File: config.mk
export PLATFORM = sky130hd
export DESIGN_NAME = id_ex_stage
export DESIGN_NICKNAME = d
export VERILOG_FILES = /design/src/rtl/cpu_pkg.sv /design/src/rtl/load_use_detect.sv /design/src/rtl/id_ex_stage.sv
export SDC_FILE = /design/constraint.sdc
export NUM_CORES = 1
export LEC_CHECK = 0
export CORE_MARGIN = 2
export CORE_UTILIZATION = 39
export DETAILED_ROUTE_END_ITERATION = 12
export PLACE_DENSITY = 0.89
export SKIP_LAST_GASP = 1
export SYNTH_ARGS = -nofsm -noshare
export SYNTH_HDL_FRONTEND = slang
export SYNTH_SLANG_ARGS = --single-unit
File: constraint.sdc
create_clock -name clk -period 2.1 [get_ports clk]
set_clock_uncertainty 0.1 [all_clocks]
set_input_delay 0.42 -clock clk [delete_from_list [all_inputs] [get_ports clk]]
set_output_delay 0.42 -clock clk [all_outputs]
set_load 0.05 [all_outputs]
File: src/rtl/cpu_pkg.sv
// ============================================================================
// Module : cpu_pkg
// Brief  : Shared control-bundle layout and stage-state type for the 4-bit-opcode CPU.
// Rev    : 1.0
// ============================================================================
`default_nettype none

package cpu_pkg;

    localparam int EX_W  = 5;
    localparam int MEM_W = 7;

    // EX bundle bit positions: {ALUOP[2:0], MemRead, MemWrite}
    localparam int EX_MEMWRITE  = 0;
    localparam int EX_MEMREAD   = 1;
    localparam int EX_ALUOP_LSB = 2;
    localparam int EX_ALUOP_MSB = 4;

    // MEM bundle bit positions: {RegWrite, MemToReg, PCtoReg, Jump, JumpMem, BranchN, BranchZ}
    localparam int MEM_BRANCHZ  = 0;
    localparam int MEM_BRANCHN  = 1;
    localparam int MEM_JUMPMEM  = 2;
    localparam int MEM_JUMP     = 3;
    localparam int MEM_PCTOREG  = 4;
    localparam int MEM_MEMTOREG = 5;
    localparam int MEM_REGWRITE = 6;

    // Bubble counter width covers LOAD_BUBBLES-1 for LOAD_BUBBLES up to 7
    localparam int CNT_W = 3;

    typedef enum logic [0:0] {
        ST_RUN    = 1'b0,
        ST_HAZARD = 1'b1
    } stage_state_e;

endpackage

`default_nettype wire

File: src/rtl/load_use_detect.sv
// ============================================================================
// Module : load_use_detect
// Brief  : Combinational load-use comparator between the ID instruction and the load in ID/EX.
// Rev    : 1.0
// ============================================================================
`default_nettype none

module load_use_detect
    import cpu_pkg::*;
#(
    parameter int REG_W = 6
) (
    input  logic         state,
    input  logic         in_valid,
    input  logic         out_valid,
    input  logic         out_memread,
    input  logic         out_regwrite,
    input  logic [REG_W-1:0] in_rs,
    input  logic [REG_W-1:0] in_rt,
    input  logic [REG_W-1:0] out_rd,
    output logic         hazard_detect
);

    logic w_run;
    logic w_is_load;
    logic w_dep;

    assign w_run         = (state == ST_RUN);
    assign w_is_load     = out_valid & out_memread & out_regwrite;
    // Register 0 is compared like any other index
    assign w_dep         = (in_rs == out_rd) | (in_rt == out_rd);
    assign hazard_detect = w_run & in_valid & w_is_load & w_dep;

endmodule

`default_nettype wire

File: src/rtl/id_ex_stage.sv
// ============================================================================
// Module : id_ex_stage
// Brief  : ID/EX pipeline register with load-use bubble insertion, hold and squash.
// Rev    : 1.0
// ============================================================================
`default_nettype none

module id_ex_stage
    import cpu_pkg::*;
#(
    parameter int DATA_W       = 32,
    parameter int REG_W        = 6,
    parameter int LOAD_BUBBLES = 1
) (
    input  logic              clk,
    input  logic              rst_n,
    input  logic              InValid,
    input  logic [EX_W-1:0]   InEX,
    input  logic [MEM_W-1:0]  InMEM,
    input  logic [REG_W-1:0]  InRs,
    input  logic [REG_W-1:0]  InRt,
    input  logic [REG_W-1:0]  InRd,
    input  logic [DATA_W-1:0] InRsData,
    input  logic [DATA_W-1:0] InRtData,
    input  logic              Flush,
    input  logic              ExStall,
    output logic              IDStall,
    output logic              OutValid,
    output logic [EX_W-1:0]   OutEX,
    output logic [MEM_W-1:0]  OutMEM,
    output logic [REG_W-1:0]  OutRs,
    output logic [REG_W-1:0]  OutRt,
    output logic [REG_W-1:0]  OutRd,
    output logic [DATA_W-1:0] OutRsData,
    output logic [DATA_W-1:0] OutRtData
);

    localparam logic [CNT_W-1:0] c_bubbles_m1 = CNT_W'(LOAD_BUBBLES - 1);

    stage_state_e        r_state;
    stage_state_e        w_state_next;
    logic [CNT_W-1:0]    r_cnt;
    logic [CNT_W-1:0]    w_cnt_next;
    logic [CNT_W-1:0]    w_cnt_dec;

    logic                r_valid;
    logic [EX_W-1:0]     r_ex;
    logic [MEM_W-1:0]    r_mem;
    logic [REG_W-1:0]    r_rs;
    logic [REG_W-1:0]    r_rt;
    logic [REG_W-1:0]    r_rd;
    logic [DATA_W-1:0]   r_rsd;
    logic [DATA_W-1:0]   r_rtd;

    logic                w_valid_next;
    logic [EX_W-1:0]     w_ex_next;
    logic [MEM_W-1:0]    w_mem_next;
    logic [REG_W-1:0]    w_rs_next;
    logic [REG_W-1:0]    w_rt_next;
    logic [REG_W-1:0]    w_rd_next;
    logic [DATA_W-1:0]   w_rsd_next;
    logic [DATA_W-1:0]   w_rtd_next;

    logic                w_hazard;
    logic                w_bubble;
    logic                w_capture;

    load_use_detect #(
        .REG_W (REG_W)
    ) u_load_use_detect (
        .state         (r_state),
        .in_valid      (InValid),
        .out_valid     (r_valid),
        .out_memread   (r_ex[EX_MEMREAD]),
        .out_regwrite  (r_mem[MEM_REGWRITE]),
        .in_rs         (InRs),
        .in_rt         (InRt),
        .out_rd        (r_rd),
        .hazard_detect (w_hazard)
    );

    assign w_cnt_dec = r_cnt - CNT_W'(1);

    // Control priority: flush, then hold, then hazard entry, then bubble drain, then capture
    always_comb begin
        w_state_next = r_state;
        w_cnt_next   = r_cnt;
        w_bubble     = 1'b0;
        w_capture    = 1'b0;
        if (Flush) begin
            w_bubble     = 1'b1;
            w_state_next = ST_RUN;
            w_cnt_next   = '0;
        end else if (ExStall) begin
            w_bubble     = 1'b0;
        end else if (w_hazard) begin
            w_bubble     = 1'b1;
            w_cnt_next   = c_bubbles_m1;
            w_state_next = (c_bubbles_m1 != '0) ? ST_HAZARD : ST_RUN;
        end else if (r_state == ST_HAZARD) begin
            w_bubble     = 1'b1;
            w_cnt_next   = w_cnt_dec;
            w_state_next = (w_cnt_dec == '0) ? ST_RUN : ST_HAZARD;
        end else if (InValid) begin
            w_capture    = 1'b1;
        end else begin
            w_bubble     = 1'b1;
        end
    end

    always_comb begin
        w_valid_next = r_valid;
        w_ex_next    = r_ex;
        w_mem_next   = r_mem;
        w_rs_next    = r_rs;
        w_rt_next    = r_rt;
        w_rd_next    = r_rd;
        w_rsd_next   = r_rsd;
        w_rtd_next   = r_rtd;
        if (w_bubble) begin
            w_valid_next = 1'b0;
            w_ex_next    = '0;
            w_mem_next   = '0;
            w_rs_next    = '0;
            w_rt_next    = '0;
            w_rd_next    = '0;
            w_rsd_next   = '0;
            w_rtd_next   = '0;
        end else if (w_capture) begin
            w_valid_next = 1'b1;
            w_ex_next    = InEX;
            w_mem_next   = InMEM;
            w_rs_next    = InRs;
            w_rt_next    = InRt;
            w_rd_next    = InRd;
            w_rsd_next   = InRsData;
            w_rtd_next   = InRtData;
        end
    end

    always_ff @(posedge clk) begin
        if (!rst_n) begin
            r_state <= ST_RUN;
            r_cnt   <= '0;
            r_valid <= 1'b0;
            r_ex    <= '0;
            r_mem   <= '0;
            r_rs    <= '0;
            r_rt    <= '0;
            r_rd    <= '0;
            r_rsd   <= '0;
            r_rtd   <= '0;
        end else begin
            r_state <= w_state_next;
            r_cnt   <= w_cnt_next;
            r_valid <= w_valid_next;
            r_ex    <= w_ex_next;
            r_mem   <= w_mem_next;
            r_rs    <= w_rs_next;
            r_rt    <= w_rt_next;
            r_rd    <= w_rd_next;
            r_rsd   <= w_rsd_next;
            r_rtd   <= w_rtd_next;
        end
    end

    assign IDStall   = rst_n & ~Flush & (ExStall | w_hazard | (r_state == ST_HAZARD));
    assign OutValid  = r_valid;
    assign OutEX     = r_ex;
    assign OutMEM    = r_mem;
    assign OutRs     = r_rs;
    assign OutRt     = r_rt;
    assign OutRd     = r_rd;
    assign OutRsData = r_rsd;
    assign OutRtData = r_rtd;

endmodule

`default_nettype wire
# Word level (Yosys, flattened, before mapping)
# Index checks and enable logic that the tools add are counted.
word_totals:
  regBits: 99
  in_bits: 99
  wordCells: 47
classes:
  n_addsub: 1
  n_eq_ne: 2
  mux: 15
  bitwise: 14
  n_reduce_logical: 5
ops:
  columns: ["cell", "count"]
  rows:
  - ["1-bit 2-to-1 mux", 13]
  - ["6-bit equality test", 2]
  - ["1-bit AND", 7]
  - ["3-bit 2-to-1 mux", 2]
  - ["1-bit NOT", 4]
  - ["2-bit OR reduction", 2]
  - ["3-bit zero test", 1]
  - ["1-bit OR", 3]
  - ["3-bit by 1-bit subtractor with 3-bit output, second input constant", 1]
  - ["2-bit AND reduction", 1]
  - ["2-bit nonzero test", 1]

# Logic depth before layout (Yosys ltp)
depth:
  word_depth: 8
  mapped_depth: 7
  mapped_depth_nobuf: 5

# By module
# From an unflattened synthesis, not the netlist that was laid out.
hier_totals:
  hier_cells: 483
  area_unflattened_um2: 4038.9
modules_own_cells:
  columns: ["mod", "n_inst", "cells_each", "area_each_um2", "seq_area_each_um2"]
  rows:
  - ["id_ex_stage", 1, 463, 3893.7, 1981.9]
  - ["load_use_detect", 1, 20, 145.1, 0.0]

# Least setup slack after synthesis
# OpenSTA, ideal clock, no wires.
synth_path:
  kind: "register to output"
  startpoint: "reg r_rd[2], in the netlist OutRd[2]"
  endpoint: "out IDStall"
  arrival_time_ns: 2.570
  t_required_ns: 1.580
  path_slack_ns: -0.990
  path_stages_with_launch: 7
  path_cell_list: "dfxtp_1 > xor2_1 > nor4_2 > a22oi_4 > buf_4 > buf_2 > a21oi_1"
synth_via:
  elab_chain_len: 6
synth_lines:
  columns: ["item", "line_no", "text"]
  rows:
  - ["start: declaration", "id_ex_stage.sv:51", "logic [REG_W-1:0] r_rd;"]
  - ["start signal: assignment", "id_ex_stage.sv:161", "r_rd <= w_rd_next;"]
  - ["6-bit equality test", "load_use_detect.sv:31", "assign w_dep = (in_rs == out_rd) | (in_rt == out_rd);"]
  - ["1-bit OR (*)", "load_use_detect.sv:31", null]
  - ["1-bit AND (*)", "load_use_detect.sv:32", "assign hazard_detect = w_run & in_valid & w_is_load & w_dep;"]
  - ["1-bit OR (*) (2 in a row)", "id_ex_stage.sv:167", "assign IDStall = rst_n & ~Flush & (ExStall | w_hazard | (r_state == ST_HAZARD));"]
  - ["1-bit AND (*)", "id_ex_stage.sv:167", null]
  - ["end: declaration", "id_ex_stage.sv:27", "output logic IDStall,"]
# Every way passes the cells marked *; elsewhere a longest branch is shown, timed or not.

# Final worst setup path
layout_path:
  startpoint: "reg r_rd[5], in the netlist OutRd[5]"
  endpoint: "reg r_rsd[6], in the netlist OutRsData[6]"
layout_via:
  elab_chain_len: 7
layout_lines:
  columns: ["item", "line_no", "text"]
  rows:
  - ["6-bit equality test", "load_use_detect.sv:31", null]
  - ["1-bit OR (*)", "load_use_detect.sv:31", null]
  - ["1-bit AND (*)", "load_use_detect.sv:32", null]
  - ["1-bit 2-to-1 mux", "id_ex_stage.sv:96", "end else if (w_hazard) begin"]
  - ["1-bit 2-to-1 mux", "id_ex_stage.sv:94", "end else if (ExStall) begin"]
  - ["1-bit 2-to-1 mux", "id_ex_stage.sv:90", "if (Flush) begin"]
  - ["2-bit OR reduction (no line)", null, null]
  - ["end signal: assignment", "id_ex_stage.sv:162", "r_rsd <= w_rsd_next;"]
  - ["end: declaration", "id_ex_stage.sv:52", "logic [DATA_W-1:0] r_rsd;"]
# Marked as above.
# A chain may end at the register's enable or synchronous reset.

==> impl_results.rst <==
.. list-table::
   :header-rows: 1

   * - Metric
     - Value
   * - Outcome
     - complete, but fails checks
   * - Violated checks
     - negative setup slack
   * - Fraction of the mapped netlist area in simple logic gates
     - 13.6%
   * - Final RePlAce weighted congestion
     - 0.786
   * - Number of placed instances, taps included
     - around 790
   * - Number of antenna violations at the first check in global routing
     - 1
   * - Number of distinct library cells after synthesis
     - 34
   * - Flop pwr share
     - a little under half
   * - Top cell type's share of synthesized area
     - a little over two fifths
   * - Type of destination of the critical path
     - flop
   * - Detailed-router iteration count before antenna repair
     - 5
   * - Post-layout nets
     - just over 800
   * - Top layer reached by signal wires
     - met4
   * - Via/cell ratio
     - a little under 6
   * - Number of rows created at floorplan
     - 39
   * - Met1 Routed Length
     - around 7000 microns
   * - Capture point of the worst reg-to-reg path
     - OutRsData[6]$_SDFFE_PP0P_
   * - Detailed-placement wirelength estimate
     - between 9000 and 10000 microns
   * - Layout fillers
     - 828
   * - Global-route total usage across every layer
     - a little under a quarter
   * - Total routed wirelength
     - about 18000 microns
   * - Syn avg cell area
     - 9.30 sq um
   * - Commonest cells in the synthesized netlist
     - 99 x sky130_fd_sc_hd__dfxtp_1, 94 x sky130_fd_sc_hd__nand3_1, 74 x sky130_fd_sc_hd__o21ai_0
   * - Final min period
     - between 2 and 2.5 ns
   * - Share of synthesized area spent on multiplexers
     - 0%
   * - Final-report hold violation count
     - 0
   * - Leading area contributor after synthesis
     - sky130_fd_sc_hd__dfxtp_1
   * - Count of flip-flops with a built-in enable after synthesis
     - 0
   * - Unrepaired setup endpoints after global routing
     - yes
   * - Die width
     - about 110 microns
   * - Post-route non-filler standard cell count
     - between 800 and 900
   * - CP Data Required Time
     - 2.21 ns
   * - Clock sink count
     - a little under 100
   * - Logic pwr share
     - ~15%
   * - Most frequently used cell type in the post-synthesis netlist
     - sky130_fd_sc_hd__dfxtp_1
   * - Detail Route met3 WL
     - roughly 1200 microns
   * - Number of I/O port buffers
     - roughly 190
   * - Synthesized-area fraction occupied by xor and xnor cells
     - 2.48%
   * - Category of the critical setup timing path
     - reg2reg
   * - Pwr Density
     - roughly 530 mW/mm^2
   * - Vert. Die Dim
     - 112 microns
   * - Worst vdd rail ir drop
     - 0.390 mV
   * - Slack of the worst reg-to-reg path
     - -0.17 ns
   * - # DRC
     - 0
   * - Sequential area share after synthesis
     - a little over two fifths
   * - Clock transition at the registers of the reported paths
     - approximately 0.07 ns
   * - Startpoint of the worst setup timing path
     - OutRd[5]$_SDFFE_PP0P_
   * - Effective utilization at floorplan
     - ~40%
   * - Clock tree from TritonCTS
     - done
   * - Final setup margin
     - -0.173 ns
   * - Critical Path Fanout Max
     - 9
   * - Routed wl met2
     - 9130 microns
   * - Final hold slack
     - around 0.31 ns
   * - Number of violations of the max-capacitance limit
     - 0
   * - Max Clk Rate
     - 0.440 GHz
   * - Routed length per placed instance
     - between 20 and 25 microns
   * - Count of final setup violators
     - 96
   * - Fraction of layout instances using a drive strength above 1
     - 25.7%
   * - Flip-flop and latch count after synthesis
     - between 90 and 100
   * - Global route overflow
     - 0
   * - IO Count
     - just under 200
   * - Synth Area in Compound Gates
     - roughly a third
   * - Slew at the pin closest to its max-slew limit
     - approximately 0.55 ns
   * - CP Launch Type
     - flop
   * - Number of global-route vias before repair
     - ~4800
   * - Clock root buffer master
     - sky130_fd_sc_hd__clkbuf_16
   * - Count of final max-slew check failures
     - 0
   * - Worst reg-to-reg path cell count
     - 10
   * - Final Core Density
     - a little over two thirds
   * - Post-synthesis cell area
     - around 0.0046 sq mm
   * - YS warnings
     - 0
   * - Maximum number of pins on one net before global-route repair
     - between 50 and 60
   * - Clk_lat worst skew
     - between 0.3 and 0.4 ns
   * - Post-synthesis net count
     - 594
   * - Clock power frac
     - 39.8%
   * - Reg2Reg Launch Point
     - OutRd[5]$_SDFFE_PP0P_
   * - Design internal power
     - 0.00319 W
   * - Leakage power of the design
     - ~2.7 nW
   * - Buffer depth of the longest clock path
     - 2
   * - Largest family of logic cells by synthesized area
     - compound AO/OA/AOI/OAI gates
   * - Number of hold buffers added after CTS
     - 0
   * - Type of the most critical hold path
     - in2reg
   * - Fin crit share
     - 108%
   * - Wire length of the first global-routing pass
     - ~24000 microns
   * - Total Die Area
     - roughly 0.013 sq mm
   * - Most used flip-flop cell after synthesis
     - sky130_fd_sc_hd__dfxtp_1
   * - Routed via count
     - 4987
   * - Number of CTS-inserted buffers
     - 9
   * - Growth of design area from synthesis to finish
     - 74.4%
   * - Core area
     - between 0.01 and 0.015 sq mm
   * - H-tree depth reported by CTS
     - 3
   * - Number of violations reported at the end of detailed-routing iteration 0
     - around 440
   * - Capturing instance or port of the critical path
     - OutRsData[6]$_SDFFE_PP0P_
   * - Post-synthesis cell count
     - 493
   * - Proportion of register bits with asynchronous set or reset after synthesis
     - 0%
   * - Remaining antenna violation count after routing
     - 0
   * - Switching power as a share of total power
     - between 20% and 30%
   * - Data arrival time of the worst path
     - approximately 2.4 ns
   * - Adder and majority cell fraction of the synthesized area
     - less than 1%
   * - Worst slack at placement
     - -0.489 ns
   * - Rel. slew slack
     - a little over three fifths
   * - Cells taking the most area after synthesis
     - sky130_fd_sc_hd__dfxtp_1 43%, sky130_fd_sc_hd__a211oi_2 11%, sky130_fd_sc_hd__nand3_1 10%, sky130_fd_sc_hd__a211oi_1 9.0%, sky130_fd_sc_hd__o21ai_0 8.1%
   * - Switching component of the power
     - between 0.001 and 0.0015 W
   * - Number of cells on the worst hold path
     - 3
power by group through the flow:
stage          logic [W]  registers [W]  clock network, W
2_1_floorplan   0.000185        0.00201                 0
6_report        0.000633        0.00190           0.00168
5_1_grt         0.000663        0.00190           0.00177
3_3_place_gp    0.000542        0.00195                 0
4_1_cts         0.000549        0.00190           0.00168
3_5_place_dp    0.000549        0.00195                 0
cell usage in the layout (no fill, tap or decap), types with 2 or more instances in the layout:
cell,n
sky130_fd_sc_hd__ha_1,2
sky130_fd_sc_hd__nor4b_1,2
sky130_fd_sc_hd__nor4_4,2
sky130_fd_sc_hd__a21oi_4,2
sky130_fd_sc_hd__a31o_2,2
sky130_fd_sc_hd__nor4_2,2
sky130_fd_sc_hd__buf_16,4
sky130_fd_sc_hd__clkbuf_8,2
sky130_fd_sc_hd__o21ai_2,15
sky130_fd_sc_hd__xor2_4,2
sky130_fd_sc_hd__dlygate4sd2_1,11
sky130_fd_sc_hd__buf_4,29
sky130_fd_sc_hd__a211oi_2,50
sky130_fd_sc_hd__o21ai_0,56
sky130_fd_sc_hd__dfxtp_4,7
sky130_fd_sc_hd__xor2_2,3
sky130_fd_sc_hd__clkbuf_1,2
sky130_fd_sc_hd__clkdlybuf4s50_1,176
sky130_fd_sc_hd__a21oi_1,2
sky130_fd_sc_hd__o21ai_1,24
sky130_fd_sc_hd__buf_12,18
sky130_fd_sc_hd__clkbuf_16,23
sky130_fd_sc_hd__inv_1,5
sky130_fd_sc_hd__buf_6,7
sky130_fd_sc_hd__clkbuf_2,2
sky130_fd_sc_hd__a211oi_1,44
sky130_fd_sc_hd__xor2_1,7
sky130_fd_sc_hd__nor2_1,2
sky130_fd_sc_hd__dfxtp_1,91
sky130_fd_sc_hd__nand3_1,94
sky130_fd_sc_hd__nand2_1,2
sky130_fd_sc_hd__buf_8,3
through the flow:
step | instance area, sq um | TNS [ns] | total power, W
2_1_floorplan | 4620 | -0.209 | 0.00220
3_3_place_gp | 6780 | -38.34 | 0.00249
3_5_place_dp | 6780 | -43.23 | 0.00250
4_1_cts | 7340 | -2.57 | 0.00413
5_1_grt | 7990 | -16.99 | 0.00433
6_report | 7990 | -10.74 | 0.00421
worst min-delay path by stage:
stage	start	to	slack (ns)
floorplan	r_cnt[1]$_SDFFE_PN0P_	r_cnt[1]$_SDFFE_PN0P_	0.36
global placement	r_cnt[1]$_SDFFE_PN0P_	r_cnt[1]$_SDFFE_PN0P_	0.37
detailed placement	OutRtData[31]$_SDFFE_PP0P_	OutRtData[31]$_SDFFE_PP0P_	0.38
CTS	OutRsData[17]$_SDFFE_PP0P_	OutRsData[17]$_SDFFE_PP0P_	0.39
global route	InRt[5]	OutRt[5]$_SDFFE_PP0P_	0.32
finish	InRt[5]	OutRt[5]$_SDFFE_PP0P_	0.31
cell families (layout without fill, tap and decap cells):
group	Yosys count	after routing
adders and majority gates	2	2
xor gates and xnor gates	13	13
other	0	1
buffers and inverters	69	285
AOI/OAI and AO/OA	200	200
and+or+nand+nor	110	110
DFF	99	99
timing repair:
| action | 4_1_cts | 5_1_grt |
|---|---|---|
| resized for setup | 32 | 60 |
| pin swaps | 23 | 44 |
| cloned | 4 | 19 |
| endpoints found under the setup margin | 98 | 100 |
| setup buffers | 12 | 10 |
| hold endpoints to repair | 0 | 0 |
critical path, cell delays in order, from the launching register on:
cell,delay [ns]
sky130_fd_sc_hd__dfxtp_4,0.38
sky130_fd_sc_hd__xor2_4,0.16
sky130_fd_sc_hd__nor4_2,0.31
sky130_fd_sc_hd__buf_4,0.18
sky130_fd_sc_hd__a22oi_4,0.06
sky130_fd_sc_hd__buf_4,0.15
sky130_fd_sc_hd__buf_6,0.13
sky130_fd_sc_hd__a21oi_4,0.23
sky130_fd_sc_hd__buf_12,0.20
sky130_fd_sc_hd__buf_6,0.18
sky130_fd_sc_hd__a211oi_2,0.05
final cells by class:
class                      instances  area, sq um  area share, %
sequential                        99         2010           25.1
clock buffer                      13          260           3.26
inverter                           5         18.8          0.235
clock inverter                     2         35.0          0.438
antenna                            1         2.50         0.0313
timing repair buffer             265         3040           38.1
multi-input combinational        325         2440           30.6
tap                              143          179           2.24
registers in the layout, indices dropped and copies added (netlist names):
name       count
OutRsData     32
OutRtData     32
OutMEM         7
OutRd          6
OutRs          6
OutRt          6
OutEX          5
r_cnt          3
OutValid       1
r_state        1
per-layer routing:
metal,vias up,GRT usage (%)
li1,2279,-
met1,2416,27.5
met2,258,40.5
met3,34,4.91
met4,0,8.94
met5,-,0
(Power assumes the default switching activity.)
